**src/rtl/instr_fetch_pkg.sv**
```systemverilog
// Shared RV32 core types and constants used by the instruction fetch stage.
package instr_fetch_pkg;

  localparam int unsigned XLEN       = 32;
  localparam int unsigned WORD_BYTES = 4;

  localparam logic [XLEN-1:0] RESET_PC_DEFAULT = 32'h0000_0000;

  typedef struct packed {
    logic [XLEN-1:0] instr;
    logic [XLEN-1:0] pc;
  } fetch_entry_t;

  typedef enum logic [0:0] {
    ST_RUN  = 1'b0,
    ST_HALT = 1'b1
  } fetch_state_e;

endpackage

```
**src/rtl/fetch_fifo.sv**
```systemverilog
// Synchronous power-of-two FIFO with flush; head entry is read straight from storage.
module fetch_fifo #(
  parameter  int unsigned WIDTH = 32,
  parameter  int unsigned DEPTH = 2,
  localparam int unsigned CNT_W = $clog2(DEPTH + 1)
) (
  input  logic             clk,
  input  logic             reset,
  input  logic             i_flush,
  input  logic             i_push,
  input  logic [WIDTH-1:0] i_data,
  input  logic             i_pop,
  output logic [WIDTH-1:0] o_data,
  output logic             o_empty,
  output logic [CNT_W-1:0] o_count
);

  localparam int unsigned PTR_W = $clog2(DEPTH);

  logic [WIDTH-1:0] r_mem [DEPTH];
  logic [PTR_W-1:0] r_wr_ptr;
  logic [PTR_W-1:0] r_rd_ptr;
  logic [CNT_W-1:0] r_count;
  logic             w_pop;

  assign w_pop = i_pop && (r_count != '0);

  // Pointers wrap naturally because DEPTH is a power of two.
  always_ff @(posedge clk or negedge reset) begin
    if (!reset) begin
      r_wr_ptr <= '0;
      r_rd_ptr <= '0;
      r_count  <= '0;
      for (int i = 0; i < DEPTH; i++) begin
        r_mem[i] <= '0;
      end
    end else if (i_flush) begin
      r_wr_ptr <= '0;
      r_rd_ptr <= '0;
      r_count  <= '0;
    end else begin
      if (i_push) begin
        r_mem[r_wr_ptr] <= i_data;
        r_wr_ptr        <= r_wr_ptr + PTR_W'(1);
      end
      if (w_pop) begin
        r_rd_ptr <= r_rd_ptr + PTR_W'(1);
      end
      r_count <= r_count + CNT_W'(i_push) - CNT_W'(w_pop);
    end
  end

  assign o_data  = r_mem[r_rd_ptr];
  assign o_empty = (r_count == '0);
  assign o_count = r_count;

endmodule

```
**src/rtl/instr_fetch.sv**
```systemverilog
// RV32 instruction fetch: PC, credit-limited imem requests, response buffer, redirect flush.
// Optional misaligned-redirect fault/halt enabled by FETCH_MISALIGN_CHECK_EN.
module instr_fetch
  import instr_fetch_pkg::*;
#(
  parameter logic [XLEN-1:0] RESET_PC  = RESET_PC_DEFAULT,
  parameter int unsigned     BUF_DEPTH = 2
) (
  input  logic            clk,
  input  logic            reset,
  output logic            imem_req_valid,
  input  logic            imem_req_ready,
  output logic [XLEN-1:0] imem_req_addr,
  input  logic            imem_rsp_valid,
  input  logic [XLEN-1:0] imem_rsp_data,
  input  logic            redirect_valid,
  input  logic [XLEN-1:0] redirect_pc,
  output logic            instr_valid,
  input  logic            instr_ready,
  output logic [XLEN-1:0] instr,
  output logic [XLEN-1:0] instr_pc,
  output logic            fetch_fault
);

  localparam int unsigned CNT_W = $clog2(BUF_DEPTH + 1);
  localparam int unsigned INF_W = CNT_W + 1;
  localparam int unsigned ENT_W = $bits(fetch_entry_t);

  fetch_state_e    r_state;
  fetch_state_e    w_state_nxt;
  logic            r_fault;
  logic            w_fault_nxt;
  logic [XLEN-1:0] r_pc;
  logic [INF_W-1:0] r_drop;

  logic [CNT_W-1:0] w_out;
  logic [CNT_W-1:0] w_occ;
  logic             w_pc_empty;
  logic             w_buf_empty;
  logic [XLEN-1:0]  w_pc_head;
  fetch_entry_t     w_buf_head;
  fetch_entry_t     w_buf_wdata;
  logic             w_pop;
  logic             w_rsp_live;
  logic             w_credit;
  logic             w_inflight_ok;
  logic             w_halted;
  logic             w_req_hs;

  assign w_halted   = (r_state == ST_HALT);
  assign w_pop      = !w_buf_empty && instr_ready;
  assign w_rsp_live = imem_rsp_valid && (r_drop == '0) && !w_pc_empty;

  // A slot freed by this cycle's decode pop can be reused by this cycle's request.
  assign w_credit = (INF_W'(w_out) + INF_W'(w_occ) - INF_W'(w_pop)) < INF_W'(BUF_DEPTH);
  // Bounds live plus stale in-flight so back-to-back redirects cannot overflow r_drop.
  assign w_inflight_ok = (INF_W'(w_out) + r_drop) < INF_W'(2 * BUF_DEPTH);

  assign imem_req_valid = reset && !redirect_valid && !w_halted && w_credit && w_inflight_ok;
  assign imem_req_addr  = r_pc;
  assign w_req_hs       = imem_req_valid && imem_req_ready;

  assign w_buf_wdata = '{instr: imem_rsp_data, pc: w_pc_head};

  fetch_fifo #(.WIDTH(XLEN), .DEPTH(BUF_DEPTH)) u_pc_fifo (
    .clk     (clk),
    .reset   (reset),
    .i_flush (redirect_valid),
    .i_push  (w_req_hs),
    .i_data  (r_pc),
    .i_pop   (w_rsp_live),
    .o_data  (w_pc_head),
    .o_empty (w_pc_empty),
    .o_count (w_out)
  );

  fetch_fifo #(.WIDTH(ENT_W), .DEPTH(BUF_DEPTH)) u_buf_fifo (
    .clk     (clk),
    .reset   (reset),
    .i_flush (redirect_valid),
    .i_push  (w_rsp_live),
    .i_data  (w_buf_wdata),
    .i_pop   (w_pop),
    .o_data  (w_buf_head),
    .o_empty (w_buf_empty),
    .o_count (w_occ)
  );

  assign instr_valid = !w_buf_empty;
  assign instr       = w_buf_head.instr;
  assign instr_pc    = w_buf_head.pc;
  assign fetch_fault = r_fault;

  // On redirect every request still in flight becomes a response to discard.
  always_ff @(posedge clk or negedge reset) begin
    if (!reset) begin
      r_pc   <= RESET_PC;
      r_drop <= '0;
    end else if (redirect_valid) begin
      r_pc   <= redirect_pc & ~XLEN'(WORD_BYTES - 1);
      r_drop <= INF_W'(w_out) + r_drop - INF_W'(imem_rsp_valid);
    end else begin
      if (w_req_hs) begin
        r_pc <= r_pc + XLEN'(WORD_BYTES);
      end
      if (imem_rsp_valid && (r_drop != '0)) begin
        r_drop <= r_drop - INF_W'(1);
      end
    end
  end

  always_ff @(posedge clk or negedge reset) begin
    if (!reset) begin
      r_state <= ST_RUN;
      r_fault <= 1'b0;
    end else begin
      r_state <= w_state_nxt;
      r_fault <= w_fault_nxt;
    end
  end

  always_comb begin
    w_state_nxt = r_state;
    w_fault_nxt = r_fault;
`ifdef FETCH_MISALIGN_CHECK_EN
    if (redirect_valid) begin
      if (redirect_pc[1:0] != 2'b00) begin
        w_state_nxt = ST_HALT;
        w_fault_nxt = 1'b1;
      end else begin
        w_state_nxt = ST_RUN;
        w_fault_nxt = 1'b0;
      end
    end
`else
    w_state_nxt = ST_RUN;
    w_fault_nxt = 1'b0;
`endif
  end

endmodule

```
**config.mk**
```make
export PLATFORM = sky130hd
export DESIGN_NAME = instr_fetch
export DESIGN_NICKNAME = d
export VERILOG_FILES = /design/src/rtl/instr_fetch_pkg.sv /design/src/rtl/fetch_fifo.sv /design/src/rtl/instr_fetch.sv
export SDC_FILE = /design/constraint.sdc
export NUM_CORES = 1
export LEC_CHECK = 0
export CORE_MARGIN = 3
export CORE_UTILIZATION = 53
export CTS_CLUSTER_DIAMETER = 50
export DETAILED_ROUTE_END_ITERATION = 16
export MAX_ROUTING_LAYER = met4
export PLACE_DENSITY = 0.8
export SLEW_MARGIN = 20
export SYNTH_ARGS = -nofsm -noshare
export SYNTH_HDL_FRONTEND = slang
export SYNTH_SLANG_ARGS = --single-unit
```
**constraint.sdc**
```tcl
create_clock -name clk -period 5.6 [get_ports clk]
set_input_delay 1.68 -clock clk [delete_from_list [all_inputs] [get_ports clk]]
set_output_delay 1.68 -clock clk [all_outputs]
set_load 0.03 [all_outputs]
```
==> reports/metrics.yaml <==
cts:
  clock-sinks: 225
  clk_pin_slew_ns: 0.05
  htreeDepth: 1
  cts_tree: "yes"
  cts_hold_buf: 0
  clk_path_buf_depth: 3
  cts_resized: 0
  cts_setup_buffers: 0
  cts.root.buffer_cell: "clkbuf_16"
  numCtsBuffers: 26
  clkLatencyLatePin_ns: 0.51
sta:
  setup_violations: 0
  fin_tns_setup_ns: 0
  finalCriticalPeriod_ns: 5.486
  rsz0062_at_grt: "no"
  worst_pin_slew_ns: 0.9985
  clock_skew_ns: 0.01387
  max_freq_mhz: 182.3
  final_max_slew_viol_count: 0
  finalHoldViolations: 0
  slew_headroom: 0.3343
  layout_worst_path_cycle_share: 0.9796
drt:
  wl_per_cell_microns: 17.89
  viasPerCell: 5.565
  first_pass_iters: 4
  drc: 0
  vias: 7106
  drt_iter0_markers: 474
  wirelength_microns: 22840
  ant_nets: 0
worst_setup_path:
  reg2reg_to: "u_pc_fifo.r_mem[54]"
  rr_worst_depth: 12
  required_ns: 3.92
  rrSetupSlack_ns: 2.24
  r2r-start: "u_buf_fifo.o_count[1]"
  cp-endpoint: "imem_req_valid"
  critPathKind: "in2out"
  worstSetupStartpoint: "instr_ready"
  cp_max_fo: 2
  cp.arrival_ns: 3.81
  end_kind: "output port"
  start_kind: "input pin"
status:
  outcome: "finished, final reports clean"
power:
  power.switching_uw: 1830
  p_leak_uw: 0.005878
  p_int_uw: 3878
  comb_power_share: 0.321
  switching_share: 0.3206
  seq_power_share: 0.390
  power.density_mw_per_mm2: 439.2
  ir_drop_uv: 251.9
  clockPowerShare: 0.288
synthesis:
  synth-seq-cells: 225
  synth_cell_type_count: 49
  syn_area_sq_mm: 0.01031
  yosys_warnings: 0
  synth_area_per_cell_sq_um: 12.11
  synthArstFlopShare: 1.000
  ys.flop_type: "dfrtp_1"
  netlist_instances: 852
  ys_seq_area_frac: 0.5459
  synth-edff-count: 0
floorplanning:
  io_pins: 169
  die_area_sq_mm: 0.02117
  core-area_sq_mm: 0.01889
  fp.dieH_microns: 145.5
  rows: 50
  chipWidth_microns: 145.5
  start_util: 0.5460
place:
  place.gp.congestion: 0.8534
  placed_cells: 1234
  portBuffers: 161
  place_hpwl_microns: 14960
final_layout:
  fillers: 1399
  final_cells: 1277
  multiInputGateArea_sq_mm: 0.004348
  regArea_sq_mm: 0.005633
  diodes: 0
  syn_to_final_growth_pct: 25.99
  drive_gt1_frac: 0.2468
  layout.nets: 1086
global_route:
  grt_first_pass_wirelength_microns: 37850
  overflow: 0
  grt_max_degree: 93
  first_global_vias: 7467
  antenna_found_initial: 0
  grt_usage: 0.2217
worst_hold_path:
  min_path_type: "reg2reg"
job:
  drv_cap: 0
==> cell type report <==
type / instances / share of cell area
tap: 260 / 0.02503
multi-input combinational: 555 / 0.3346
clock inverter: 9 / 0.008472
inverter: 19 / 0.005488
clock buffer: 34 / 0.05632
timing repair buffer: 175 / 0.1367
sequential: 225 / 0.4334
==> power groups by stage <==
stage,Sequential [uW],Combinational [uW],Clock [uW]
2_1_floorplan,2180,1200,0
3_3_place_gp,2230,1790,0
3_5_place_dp,2260,1830,0
4_1_cts,2230,1850,1680
5_1_grt,2280,1980,1750
6_report,2230,1830,1640
==> stage by stage <==
step	total power (uW)	utilization	instance area (sq um)	hold WS [ns]	setup WS [ns]
3_3_place_gp	4028	0.6432	12150	0.4623	0.1772
6_report	5708	0.6879	13000	0.4782	0.1143
4_1_cts	5756	0.6877	12990	0.4866	0.08321
3_5_place_dp	4088	0.6432	12150	0.4743	0.1134
5_1_grt	6000	0.6879	13000	0.5171	0.005219
2_1_floorplan	3381	-	10330	0.4496	0.3941
==> layer usage <==
layer / GRT usage / wire length, microns / share of wire
met1: 0.2953 / 10140 / 0.44
met2: 0.3571 / 10940 / 0.48
met3: 0.03675 / 1198 / 0.052
met4: 0.06173 / 559 / 0.024
met5: - / 0 / 0
==> registers in the layout, indices dropped and copies added (netlist names) <==
signal	flops
u_pc_fifo.r_wr_ptr	1
r_drop	3
u_buf_fifo.r_rd_ptr	1
u_buf_fifo.r_mem	124
u_pc_fifo.r_rd_ptr	1
u_pc_fifo.r_mem	60
imem_req_addr	30
u_buf_fifo.o_count	2
u_pc_fifo.o_count	2
u_buf_fifo.r_wr_ptr	1
==> placed cells by master, fill, tap and decap left out, drive strengths merged, types with 3 or more instances in the layout <==
| master | netlist | layout |
|---|---|---|
| nor4 | 3 | 3 |
| clkdlybuf4s50 | 0 | 158 |
| and2 | 3 | 3 |
| clkinv | 0 | 3 |
| o21ai | 26 | 26 |
| nand2 | 42 | 42 |
| buf | 39 | 17 |
| nor3 | 5 | 5 |
| o311ai | 5 | 5 |
| inv | 19 | 20 |
| and4 | 7 | 7 |
| and3 | 6 | 6 |
| mux2i | 30 | 30 |
| dfrtp | 225 | 225 |
| conb | 1 | 5 |
| clkinvlp | 0 | 3 |
| nand3 | 15 | 15 |
| xnor2 | 12 | 12 |
| a41oi | 3 | 3 |
| ha | 12 | 12 |
| or3 | 4 | 4 |
| a21oi | 64 | 64 |
| xor2 | 17 | 17 |
| nand4 | 11 | 11 |
| mux2 | 184 | 184 |
| o211ai | 4 | 4 |
| nor2 | 77 | 77 |
| clkbuf | 18 | 34 |
==> cell families after synthesis <==
family / after synthesis / share of synthesized area
xor+xnor: 29 / 0.02462
flops: 225 / 0.5459
other cells: 1 / 0.0003636
mux: 214 / 0.2300
simple gates: 182 / 0.08467
fa+ha+maj: 14 / 0.01844
compound gates: 111 / 0.06077
buf+inv: 76 / 0.03530
==> synth_stat cells (2+ instances only) <==
master    count  share of area
or3_1         4         0.0024
xnor2_1      12          0.010
nor2_1       76          0.028
xor2_1       17          0.014
o311ai_0      2         0.0017
nand3_1      14         0.0068
nand4_1      11         0.0067
nand2_1      42          0.015
o211ai_1      4         0.0029
inv_1        18         0.0065
buf_1         3         0.0011
o311ai_1      3         0.0025
mux2i_1      30          0.029
buf_2        23          0.011
buf_4        13         0.0095
ha_1         12          0.015
dfrtp_1     225           0.55
and2_1        3         0.0018
nor3b_1       2         0.0015
fa_1          2         0.0039
a21oi_1      64          0.031
o21ai_0      26          0.013
a22oi_1       2         0.0015
clkbuf_1     17         0.0062
mux2_2      184           0.20
a41oi_1       3         0.0025
and4_1        7         0.0059
nor4_1        2         0.0012
nor2b_1       2         0.0012
nor3_1        5         0.0024
and3_1        6         0.0036
==> worst max-delay path, stage by stage <==
cell	delay [ns]
clkdlybuf4s50_1	0.45
and2_1	0.15
ha_1	0.23
nand2b_1	0.15
fa_1	0.38
xor2_1	0.20
and2_1	0.18
and4_4	0.26
buf_12	0.12
==> worst min-delay path by stage <==
stage	to	slack, ns	from	depth (start not counted)
6_report	u_pc_fifo.r_mem[30]	0.48	u_pc_fifo.r_mem[30]	2
5_1_grt	u_pc_fifo.r_mem[9]	0.52	u_pc_fifo.r_mem[9]	1
4_1_cts	u_pc_fifo.r_mem[30]	0.49	u_pc_fifo.r_mem[30]	2
3_5_place_dp	u_pc_fifo.r_mem[30]	0.47	u_pc_fifo.r_mem[30]	2
3_3_place_gp	u_pc_fifo.r_mem[3]	0.46	u_pc_fifo.r_mem[3]	2
2_1_floorplan	u_pc_fifo.r_mem[23]	0.45	u_pc_fifo.r_mem[23]	2
No activity file was read; power rests on OpenSTA's default activity.
